===== src/rtl/bloke2_pkg.sv =====
// Shared constants for the bloke2 hash datapath: state encoding and block geometry helpers.
package bloke2_pkg;

    localparam int unsigned NUM_WORDS = 16;
    localparam int unsigned BYTE_W    = 8;

    localparam logic [1:0] StIdle = 2'd0;
    localparam logic [1:0] StFill = 2'd1;
    localparam logic [1:0] StFull = 2'd2;
    localparam logic [1:0] StEmit = 2'd3;

    function automatic int unsigned blk_bytes(input int unsigned w);
        return NUM_WORDS * w / BYTE_W;
    endfunction

    function automatic int unsigned cnt_width(input int unsigned w);
        return 2 * w;
    endfunction

endpackage


===== src/rtl/bloke2_msg_packer.sv =====
// Packs a byte stream into zero-padded 16-word message blocks tagged with byte count and lastness.
module bloke2_msg_packer
    import bloke2_pkg::*;
#(
    parameter int unsigned  W     = 32,
    localparam int unsigned BLK_B = blk_bytes(W),
    localparam int unsigned CNT_W = cnt_width(W)
) (
    input  logic                   clk,
    input  logic                   rst,
    input  logic                   start,
    input  logic                   finish,
    input  logic [7:0]             din,
    input  logic                   din_valid,
    output logic                   din_ready,
    output logic [NUM_WORDS*W-1:0] blk_data,
    output logic [CNT_W-1:0]       blk_cnt,
    output logic                   blk_last,
    output logic                   blk_valid,
    input  logic                   blk_ready,
    output logic                   idle
);

    localparam int unsigned PTR_W = $clog2(BLK_B);

    logic [1:0]             state_q, state_d;
    logic [PTR_W-1:0]       ptr_q, ptr_d;
    logic [CNT_W-1:0]       cnt_q, cnt_d;
    logic [NUM_WORDS*W-1:0] buf_q, buf_d;
    logic                   last_q, last_d;

    always_comb begin
        state_d = state_q;
        ptr_d   = ptr_q;
        cnt_d   = cnt_q;
        buf_d   = buf_q;
        last_d  = last_q;
        if (start) begin
            state_d = StFill;
            ptr_d   = '0;
            cnt_d   = '0;
            buf_d   = '0;
            last_d  = 1'b0;
        end else begin
            case (state_q)
                StFill: begin
                    if (din_valid) begin
                        for (int unsigned i = 0; i < BLK_B; i++) begin
                            if (ptr_q == PTR_W'(i)) buf_d[8*i +: 8] = din;
                        end
                        cnt_d = cnt_q + CNT_W'(1);
                        ptr_d = ptr_q + PTR_W'(1);
                    end
                    if (finish) begin
                        state_d = StEmit;
                        last_d  = 1'b1;
                    end else if (din_valid && ptr_q == PTR_W'(BLK_B - 1)) begin
                        state_d = StFull;
                    end
                end
                // Hold the full block until the next event tells us whether it is the last one.
                StFull: begin
                    if (finish) begin
                        state_d = StEmit;
                        last_d  = 1'b1;
                    end else if (din_valid) begin
                        state_d = StEmit;
                        last_d  = 1'b0;
                    end
                end
                StEmit: begin
                    if (blk_ready) begin
                        if (last_q) begin
                            state_d = StIdle;
                        end else begin
                            state_d = StFill;
                            ptr_d   = '0;
                            buf_d   = '0;
                        end
                    end
                end
                default: ;
            endcase
        end
    end

    always_ff @(posedge clk) begin
        if (rst) begin
            state_q <= StIdle;
            ptr_q   <= '0;
            cnt_q   <= '0;
            buf_q   <= '0;
            last_q  <= 1'b0;
        end else begin
            state_q <= state_d;
            ptr_q   <= ptr_d;
            cnt_q   <= cnt_d;
            buf_q   <= buf_d;
            last_q  <= last_d;
        end
    end

    assign din_ready = (state_q == StFill);
    assign blk_valid = (state_q == StEmit);
    assign idle      = (state_q == StIdle);
    assign blk_data  = buf_q;
    assign blk_cnt   = cnt_q;
    assign blk_last  = last_q;

endmodule


===== config.mk =====
export PLATFORM = sky130hd
export DESIGN_NAME = bloke2_msg_packer
export DESIGN_NICKNAME = d
export VERILOG_FILES = /design/src/rtl/bloke2_pkg.sv /design/src/rtl/bloke2_msg_packer.sv
export SDC_FILE = /design/constraint.sdc
export NUM_CORES = 1
export LEC_CHECK = 0
export BUFFER_PORTS_ARGS = -buffer_cell sky130_fd_sc_hd__buf_2
export CORE_ASPECT_RATIO = 0.9
export CORE_MARGIN = 2
export CORE_UTILIZATION = 40
export DETAILED_ROUTE_END_ITERATION = 10
export GPL_TIMING_DRIVEN = 0
export PLACE_DENSITY_LB_ADDON = 0.05
export SETUP_SLACK_MARGIN = 0.2
export SYNTH_ARGS = -nofsm -noshare
export SYNTH_HDL_FRONTEND = slang
export SYNTH_SLANG_ARGS = --single-unit

===== constraint.sdc =====
create_clock -name clk -period 3.3 [get_ports clk]
set_input_delay 0.165 -clock clk [delete_from_list [all_inputs] [get_ports clk]]
set_output_delay 0.165 -clock clk [all_outputs]
set_load 0.05 [all_outputs]

# After elaboration in Yosys (flattened, before gate mapping)
# Index checks and enable logic that the tools add are counted.
[word_totals]
in_bits = 14
wordCells = 371
ff_bits = 585
output_inout_bits = 580
[classes]
add_sub_neg = 2
n_reduce_logical = 77
eq_ne = 139
n_mux = 84
[op_table]
columns = ["op", "count"]
rows = [
  ["512-bit two-way mux", 3],
  ["512-bit case mux with 2 select lines", 1],
  ["8-bit two-way mux", 64],
  ["5-bit AND reduction", 64],
  ["6-bit equality test (second input constant)", 32],
  ["2-bit by 1-bit inequality test with 1-bit output (second input constant)", 65],
  ["6-bit by 5-bit equality test with 1-bit output (second input constant)", 16],
  ["64-bit by 1-bit adder with 64-bit output (second input constant)", 1],
  ["6-bit by 4-bit equality test with 1-bit output (second input constant)", 8],
  ["6-bit by 3-bit equality test with 1-bit output (second input constant)", 4],
  ["6-bit two-way mux", 3],
  ["6-bit by 2-bit equality test with 1-bit output (second input constant)", 2],
  ["6-bit case mux with 2 select lines", 1],
  ["4-bit AND reduction", 3],
  ["2-bit two-way mux", 5],
  ["6-bit by 1-bit adder with 6-bit output (second input constant)", 1],
  ["6-bit by 1-bit equality test with 1-bit output (second input constant)", 1],
  ["6-bit logical NOT", 1],
  ["2-bit inequality test (second input constant)", 3],
  ["3-bit by 2-bit inequality test with 1-bit output (second input constant)", 2],
  ["2-bit case mux with 3 select lines", 1],
  ["1-bit two-way mux", 5],
  ["2-bit equality test (second input constant)", 2],
  ["4-bit by 3-bit inequality test with 1-bit output (second input constant)", 1],
  ["12 further kinds", 13],
]

# Logic depth before layout (Yosys ltp)
# Gate-level depths: netlist of the first run.
[depth]
ltp_word = 6
depth_mapped = 9
mapped_depth_nobuf = 7

# Worst setup path after synthesis of the first run
# No wires, ideal clock.
[synth_timing]
kind = "reg2reg"
from = "register cnt_q[0], in the netlist blk_cnt[0]"
to = "register cnt_q[40], in the netlist blk_cnt[40]"
required_time_ps = 3230
slack_ps = 454
synth_period_minus_slack_ps = 2846
setup_ps = 70
arrival_ps = 2776
stages_incl_launch_ff = 9
n_path_buf = 2
cell_sequence = "dfxtp_1 ha_1 nand2_1 or4_1 buf_2 or4_1 clkbuf_2 or4_1 a21oi_1"
[synth_between]
elab_chain_len = 1
[synth_lines]
columns = ["item", "line_no", "source"]
rows = [
  ["start: declaration", "bloke2_msg_packer.sv:28", "logic [CNT_W-1:0] cnt_q, cnt_d;"],
  ["start signal: assignment", "bloke2_msg_packer.sv:97", "cnt_q <= cnt_d;"],
  ["64-bit by 1-bit adder with 64-bit output", "bloke2_msg_packer.sv:51", "cnt_d = cnt_q + CNT_W'(1);"],
]
# Every way passes these cells.
# A chain may end at the register's enable or synchronous reset.

# Worst setup path in the final report of the first run
[layout_timing]
from = "register ptr_q[0]"
to = "register buf_q[409], in the netlist blk_data[409]"
[layout_between]
elab_chain_len = 3
[layout_lines]
columns = ["item", "line_no", "source"]
rows = [
  ["start: declaration", "bloke2_msg_packer.sv:27", "logic [PTR_W-1:0] ptr_q, ptr_d;"],
  ["start signal: assignment", "bloke2_msg_packer.sv:96", "ptr_q <= ptr_d;"],
  ["6-bit equality test", "bloke2_msg_packer.sv:49", "if (ptr_q == PTR_W'(i)) buf_d[8*i +: 8] = din;"],
  ["2-bit by 1-bit inequality test with 1-bit output (no source line)", "n/a", ""],
  ["5-bit AND reduction (no source line)", "n/a", ""],
  ["end signal: assignment", "bloke2_msg_packer.sv:98", "buf_q <= buf_d;"],
  ["end: declaration", "bloke2_msg_packer.sv:29", "logic [NUM_WORDS*W-1:0] buf_q, buf_d;"],
]
# Every way passes these cells.

==> results_dict.tcl, run 1 <==
set metrics [dict create \
    outcome "complete, no violations" \
    cp_cell_sequence "ha_1 > nor3b_1 > nand2_1 > a21oi_1 > mux2i_1 > nor2_1" \
    grt_pass1_wl_um 131000 \
    avgSynthCellArea_um2 8.64 \
    cts_tree "yes" \
    synth_fp_nets 2590 \
    clock_sinks 585 \
    start_util_pct 40.7 \
    maxSlewViolCount 0 \
    fin_ws_ns 0.205 \
    crit_type "flip-flop to flip-flop" \
    finalSetupTns_ns 0 \
    synth_edf_count 0 \
    dieArea_um2 57500 \
    grt_pass1_vias 20383 \
    drtIter0Drc 1487 \
    worstPathMaxFanout 8 \
    max_freq_ghz 0.323 \
    clock_path_buffers 3 \
    synth_seq_cells 585 \
    drc 0 \
    rows 81 \
    place_area_um2 26100 \
    routed_via_density 5.44 \
    cts_setup_buffers 0 \
    cp_slowest_cell "a21oi_1" \
    cp-start-kind "flip-flop" \
    core-area_um2 54600 \
    seq_area_frac_synth_pct 52.7 \
    port_buffers 593 \
    cp.required_ns 3.79 \
    stdcell_area_um2 28400 \
    end_kind "flip-flop" \
    fin_nets 3260 \
    p_int_w 0.0114 \
    drv_cap 0 \
    die_h_um 228 \
    fill_cells 5245 \
    place_worst_setup_slack_ns 0.0163 \
    p_leak_nw 11.9 \
    rsz0062_at_grt "true" \
    hold_slack_ns 0.0546 \
    power.density_nw_per_um2 530 \
    ios 594 \
    critical-path-max-stage-delay_ns 0.96 \
    cp_data_arrival_time_ns 3.59 \
    grt_max_degree 16 \
    place.gp.congestion 0.882 \
    dr.max_layer_used "met5" \
    vias 21757 \
    grt_overflow_total 0 \
    routed_wl_um 92100 \
    switching_power_w 0.00362 \
    drive_gt1_share_pct 22.0 \
    area_delta_synth_final_pct 27.6 \
    p_comb_share_pct 5.2 \
    switching_share_pct 24.1 \
    cts_root_buffer "clkbuf_16" \
    grt_antenna_before_repair 2 \
    wl_met1_um 38100 \
    setup_viol 0 \
    min_period_ns 3.10 \
    final_antenna_net_count 0 \
    path_clk_slew_ns 0.07 \
    final_cell_mix "596 x buf_2, 585 x dfxtp_1, 314 x nand3_1, 305 x nor2_1, 288 x nand2_1" \
    synthesis.area_um2 22200 \
    clk_latency_ns 0.64 \
    gr-usage-all-layers_pct 30.5 \
    routedWlPerCell_um 23.0 \
    first_pass_iters 5 \
    layout_commonest_cell "buf_2" \
    synth_cell_types 45 \
    fp.dieW_um 252 \
    p_clk_share_pct 47.6 \
    hp-class "primary input to flip-flop" \
    skew_ns 0.0231 \
    cts_max_level 2 \
    hold_viol 0 \
    cts_buffers 61 \
    dpl.hpwl_um 69100 \
    ys.warnings.count 0 \
    syn_inst 2571 \
    yosys_most_used_dff "dfxtp_1" \
    wl_met2_um 43100 \
    p_seq_share_pct 47.2 \
    irDropWorstVdd_v 0.000449 \
    met3_length_um 7430 \
    async_flop_share_pct 0 \
    worst_pin_slew_ns 1.42 \
    period_share_pct 93.8 \
    maxSlewHeadroom_pct 5.54 \
]
power groups by stage:
stage                     combinational, W  sequential [W]  clock [W]
after CTS                         0.000773         0.00711    0.00725
after floorplan                   0.000369         0.00735          0
after detailed placement          0.000757         0.00726          0
after global routing              0.000818         0.00711    0.00751
after global placement            0.000750         0.00726          0
final                             0.000779         0.00711    0.00716
what timing repair did:
item	4_1_cts	5_1_grt
hold buffers	12	0
resized for setup	3	14
hold endpoints to repair	24	0
endpoints found under the setup margin	24	215
layout make-up:
cell class	instances	area [µm²]	share of cell area, %
Tap cell	705	882	3.11
Clock inverter	28	292	1.03
Antenna cell	3	7.51	0.0265
Clock buffer	86	1790	6.32
Timing Repair Buffer	607	3100	10.9
Multi-Input combinational cell	1762	9740	34.3
Inverter	12	45.0	0.159
Sequential cell	585	11700	41.3
Buffer	212	800	2.82
through the flow:
stage | std cells | utilization, % | total power, W
after floorplan | 2571 | - | 0.00772
after global placement | 3869 | 47.7 | 0.00801
after detailed placement | 3869 | 47.7 | 0.00802
after CTS | 3995 | 51.8 | 0.0151
after global routing | 3997 | 51.9 | 0.0154
final | 4000 | 51.9 | 0.0150
path summary, 6_finish.rpt:
kind / startpoint / end / slack (ns) / cells past startpoint
worst min register to register: blk_data[250] / blk_data[250] / 0.46 / 2
worst max-delay path: ptr_q[0] / blk_data[409] / 0.20 / 6
worst min-delay path: start / blk_cnt[38] / 0.05 / 3
worst max register to register: ptr_q[0] / blk_data[409] / 0.20 / 6
cells by family after synthesis:
logic type	count (synthesis)	share of synthesized area (%)
AO/OA/AOI/OAI	413	9.75
flip-flops	585	52.7
AND/OR/NAND/NOR	1101	22.7
multiplexers	209	9.41
buffers and inverters	224	3.80
XOR/XNOR	34	1.34
adder cells (fa/ha/maj)	5	0.281
worst max-delay path, delay by kind of cell (launching register included):
kind / cells / cell delay, ns
AO/OA/AOI/OAI: 1 / 0.96
adder cells (fa/ha/maj): 1 / 0.22
flip-flops: 1 / 0.42
multiplexers: 1 / 0.28
AND/OR/NAND/NOR: 3 / 1.07
layer usage:
metal	up-vias	track usage (%)
li1	10237	-
met1	10568	38.2
met2	787	51.1
met3	163	7.78
met4	2	11.0
met5	-	0
sequential cells by signal (all words and copies together), names as in the netlist:
name      flops
blk_data    512
state_q       2
ptr_q         6
blk_last      1
blk_cnt      64
synthesized netlist by cell type (all sizes together), types with 4 or more instances:
cell type / number / area [µm²]
dfxtp: 585 / 11700
nand3: 314 / 1570
nor2: 305 / 1140
nand2: 291 / 1090
a21oi: 268 / 1340
mux2i: 209 / 2090
clkbuf: 204 / 767
o21ai: 95 / 475
nand4: 63 / 394
a31oi: 25 / 156
or3: 22 / 138
xnor2: 22 / 193
and2: 20 / 125
nor3: 15 / 75.1
or4: 14 / 109
and3: 13 / 81.3
inv: 12 / 45.0
xor2: 12 / 105
nor4: 11 / 68.8
o31ai: 10 / 75.1
buf: 8 / 32.5
nor2b: 7 / 43.8
and4: 6 / 52.6
nand3b: 6 / 45.0
ha: 5 / 62.6
nor3b: 4 / 30.0
Power figures use the tool's default switching activity.
==> inputs of run 2 (changes only) <==
--- a/config.mk
+++ b/config.mk
@@ -6,11 +6,13 @@
 export NUM_CORES = 1
 export LEC_CHECK = 0
 export BUFFER_PORTS_ARGS = -buffer_cell sky130_fd_sc_hd__buf_2
+export CAP_MARGIN = 20
 export CORE_ASPECT_RATIO = 0.9
 export CORE_MARGIN = 2
 export CORE_UTILIZATION = 40
 export DETAILED_ROUTE_END_ITERATION = 10
 export GPL_TIMING_DRIVEN = 0
+export MAX_ROUTING_LAYER = met4
 export PLACE_DENSITY_LB_ADDON = 0.05
 export SETUP_SLACK_MARGIN = 0.2
 export SYNTH_ARGS = -nofsm -noshare
==> results_dict.tcl, run 2 (synthesized netlist as in run 1, its figures left out) <==
set metrics [dict create \
    cp_data_arrival_time_ns 3.49 \
    setup_viol 0 \
    grt_overflow_total 0 \
    hp-class "primary input to flip-flop" \
    end_kind "flip-flop" \
    rows 81 \
    dieArea_um2 57500 \
    first_pass_iters 5 \
    gr-usage-all-layers_pct 31.5 \
    final_cell_mix "596 x buf_2, 583 x dfxtp_1, 314 x nand3_1, 305 x nor2_1, 291 x nand2_1" \
    routed_via_density 5.47 \
    worstPathMaxFanout 10 \
    layout_commonest_cell "buf_2" \
    fin_ws_ns 0.356 \
    fp.dieW_um 252 \
    maxSlewViolCount 0 \
    ios 594 \
    power_w 0.0148 \
    largest_reg_flops 512 \
    drc 0 \
    cts_root_buffer "clkbuf_16" \
    grt_pass1_vias 20176 \
    dpl.hpwl_um 69500 \
    fin_util_pct 51.8 \
    area_delta_synth_final_pct 27.4 \
    rsz0062_at_grt "false" \
    cts_buffers 59 \
    min_period_ns 2.94 \
    cp.required_ns 3.85 \
    power.density_nw_per_um2 524 \
    final_cells 4006 \
    period_share_pct 89.2 \
    place_worst_setup_slack_ns 0.0817 \
    grt_antenna_before_repair 1 \
    dpl.cell_count 3884 \
    cts_max_level 2 \
    clock_sinks 585 \
    grt_pass1_wl_um 131000 \
    port_buffers 593 \
    worst_pin_slew_ns 1.14 \
    final_antenna_net_count 0 \
    path_clk_slew_ns 0.07 \
    cts_tree "yes" \
    irDropWorstVdd_v 0.000434 \
    drv_cap 0 \
    fin_nets 3273 \
    core-area_um2 54600 \
    drive_gt1_share_pct 21.6 \
    routed_wl_um 92200 \
    vias 21914 \
    p_leak_nw 11.9 \
    start_util_pct 40.7 \
    max_freq_ghz 0.340 \
    clk_latency_ns 0.64 \
    cp-start-kind "flip-flop" \
    routedWlPerCell_um 23.0 \
    skew_ns 0.0254 \
    maxSlewHeadroom_pct 23.8 \
    outcome "complete, no violations" \
    clock_path_buffers 3 \
    die_h_um 228 \
    grt_max_degree 16 \
    drtIter0Drc 1555 \
    hold_viol 0 \
    place.gp.congestion 0.888 \
    crit_type "flip-flop to flip-flop" \
    finalSetupTns_ns 0 \
]
## run 2: cell types whose count changed in the layout (fill, tap and decap cells not counted), moves of 3 or more
| cell | before | now |
|---|---|---|
| buf_4 | 1 | 16 |
| clkbuf_16 | 63 | 60 |
| clkbuf_1 | 213 | 219 |
| clkinvlp_4 | 5 | 1 |
| a21oi_2 | 11 | 2 |
| a21oi_1 | 257 | 266 |
| nand2_2 | 3 | 0 |
| clkinv_2 | 15 | 5 |
| nand2_1 | 288 | 291 |
## run 2: cell type report
type                       count  area, µm²
timing repair buffer         622       3210
antenna                        2       5.00
clock inverter                14        216
multi-input combinational   1762       9680
tap                          705        882
buffer                       212        802
clock buffer                  92       1760
inverter                      12       45.0
fill                        5306      26300
sequential                   585      11700
## run 2: worst paths after layout
kind                  from  cells past startpoint  slack (ns)             to
max             state_q[1]                      7        0.36    blk_cnt[58]
min                  start                      3        0.08    blk_cnt[38]
max reg2reg     state_q[1]                      7        0.36    blk_cnt[58]
min reg2reg  blk_data[250]                      2        0.46  blk_data[250]
## run 2: where the power goes
part	total (W)	internal (W)	switching, W
logic	0.000782	0.000169	0.000613
registers	0.00711	0.00709	0.0000196
clock network	0.00694	0.00404	0.00290
## run 2: metal layers
layer | GRT usage, % | wire, µm | vias up
met4 | 11.2 | 3330 | 0
met5 | - | 0 | -
li1 | - | - | 10275
met3 | 6.76 | 6980 | 160
met2 | 51.1 | 43400 | 798
met1 | 38.8 | 38500 | 10681
## run 2: stage by stage
| stage | cell area [µm²] | hold WS, ns |
|---|---|---|
| final | 28300 | 0.0823 |
| after global routing | 28300 | 0.0430 |
| after CTS | 28300 | 0.0125 |
| after detailed placement | 26200 | 0.364 |
| after global placement | 26100 | 0.359 |
| after floorplan | 22200 | 0.237 |
## run 2: repair_timing
item	CTS	global route
pin swaps	0	0
setup buffers	0	1
endpoints found under the hold margin	30	0
hold buffers	12	0
setup endpoints to repair	8	50
gates resized for setup	1	7
## run 2: critical path, cell delays in order, from the launching register on
cell and delay [ns]:
dfxtp_2 0.40, nand4b_1 0.36, or4_1 0.56, buf_2 0.20, or4_4 0.57, buf_2 0.22, or3_1 0.37, a21oi_1 0.16
==> inputs of run 3 (changes only) <==
==> constraint.sdc (replaced) <==
create_clock -name clk -period 2.36 [get_ports clk]
set_input_delay 0.118 -clock clk [delete_from_list [all_inputs] [get_ports clk]]
set_output_delay 0.118 -clock clk [all_outputs]
set_load 0.05 [all_outputs]
==> results_dict.tcl, run 3 (synthesized netlist as in run 1, its figures left out) <==
set metrics [dict create \
    rsz0062_at_grt "true" \
    cts_buffers 61 \
    first_pass_iters 7 \
    setup_viol 31 \
    grt_overflow_total 0 \
    routedWlPerCell_um 23.3 \
    crit_type "flip-flop to flip-flop" \
    layout_commonest_cell "buf_2" \
    core-area_um2 54600 \
    path_clk_slew_ns 0.06 \
    power.density_nw_per_um2 707 \
    reg2reg_depth 8 \
    place.gp.congestion 0.899 \
    maxSlewHeadroom_pct 38.3 \
    min_period_ns 2.66 \
    outcome "finished with violations" \
    largest_reg_flops 512 \
    cp.required_ns 2.92 \
    cts_max_level 2 \
    fin_ws_ns -0.295 \
    area_delta_synth_final_pct 37.1 \
    grt_antenna_before_repair 0 \
    grt_pass1_wl_um 134000 \
    p_leak_nw 13.0 \
    dpl.hpwl_um 70000 \
    hp-class "primary input to flip-flop" \
    clock_sinks 585 \
    violations "setup timing" \
    die_h_um 228 \
    end_kind "flip-flop" \
    final_antenna_net_count 0 \
    rows 81 \
    max_freq_ghz 0.377 \
    r2r_setup_slack_ns -0.30 \
    drv_cap 0 \
    fill_cells 5060 \
    worstPathMaxFanout 5 \
    irDropWorstVdd_v 0.000573 \
    r2r_start "state_q[1]" \
    grt_max_degree 16 \
    worstHoldStart "din_valid" \
    port_buffers 593 \
    clk_latency_ns 0.64 \
    cp_data_arrival_time_ns 3.21 \
    dieArea_um2 57500 \
    cts_root_buffer "clkbuf_16" \
    drive_gt1_share_pct 32.0 \
    cts_tree "yes" \
    ios 594 \
    startpoint "state_q[1]" \
    start_util_pct 40.7 \
    drc 0 \
    final_cell_mix "599 x buf_2, 546 x dfxtp_1, 308 x nand3_1, 281 x nor2_1, 270 x nand2_1" \
    vias 22310 \
    gr-usage-all-layers_pct 32.2 \
    hold_slack_ns 0.135 \
    hold-path-endpoint "blk_cnt[1]" \
    hold_viol 0 \
    maxSlewViolCount 0 \
    period_share_pct 113 \
    routed_via_density 5.48 \
    fp.dieW_um 252 \
    skew_ns 0.0261 \
    hold_depth 4 \
    reg2reg_to "blk_cnt[41]" \
    drtIter0Drc 1632 \
    fin_util_pct 55.8 \
    routed_wl_um 95000 \
    clock_path_buffers 3 \
    place_worst_setup_slack_ns -0.720 \
    fin_nets 3330 \
    worst_pin_slew_ns 0.926 \
    cp-start-kind "flip-flop" \
    grt_pass1_vias 20556 \
]
run 3: routing by layer:
| metal | wire [µm] | GRT usage (%) |
|---|---|---|
| met1 | 39800 | 40.0 |
| met2 | 45000 | 52.7 |
| met3 | 7060 | 6.72 |
| met4 | 3140 | 10.0 |
| met5 | 0 | - |
run 3: worst max-delay path by stage:
| stage | to | slack [ns] |
|---|---|---|
| after global routing | blk_cnt[41] | -0.31 |
| after floorplan | blk_cnt[40] | -0.13 |
| after detailed placement | blk_data[152] | -0.72 |
| after CTS | blk_cnt[40] | -0.24 |
| after global placement | blk_data[159] | -0.71 |
| final | blk_cnt[41] | -0.30 |
run 3: what timing repair did:
action / in CTS / in global routing
buffers inserted: 27 / 30
cloned: 5 / 2
endpoints found under the hold margin: 36 / 0
endpoints found under the setup margin: 563 / 532
gates resized for setup: 248 / 169
hold buffers: 12 / 0
pin swaps: 66 / 31
run 3: where the power goes:
part	total (W)	internal (W)	switching (W)
Combinational	0.00121	0.000314	0.000898
Sequential	0.00992	0.00989	0.0000256
Clock	0.0104	0.00621	0.00421
Total	0.0215	0.0164	0.00513
run 3: layout make-up:
cell class	count	area (µm²)	area share, %
Antenna cell	2	5.00	0.0164
Buffer	212	1160	3.79
Clock buffer	85	1810	5.94
Clock inverter	29	363	1.19
Inverter	12	45.0	0.148
Multi-Input combinational cell	1762	10600	34.7
Sequential cell	585	11800	38.7
Tap cell	705	882	2.89
Timing Repair Buffer	677	3850	12.6
run 3: stage by stage:
step                      power (W)  TNS (ns)  instances  instance area (µm²)
after global routing         0.0221     -6.90       4067                30500
after global placement       0.0112   -217.02       3869                26200
after floorplan              0.0108     -1.52       2571                22400
final                        0.0215     -6.11       4069                30500
after CTS                    0.0216     -4.60       4035                29700
after detailed placement     0.0112   -197.66       3877                26300
run 3: critical path, cell delays in order, from the launching register on:
cell       delay, ns
dfxtp_4         0.35
nand4b_1        0.26
buf_4           0.20
or3_4           0.37
or4_4           0.60
clkbuf_16       0.18
clkbuf_16       0.15
or3_1           0.33
a21oi_2         0.13
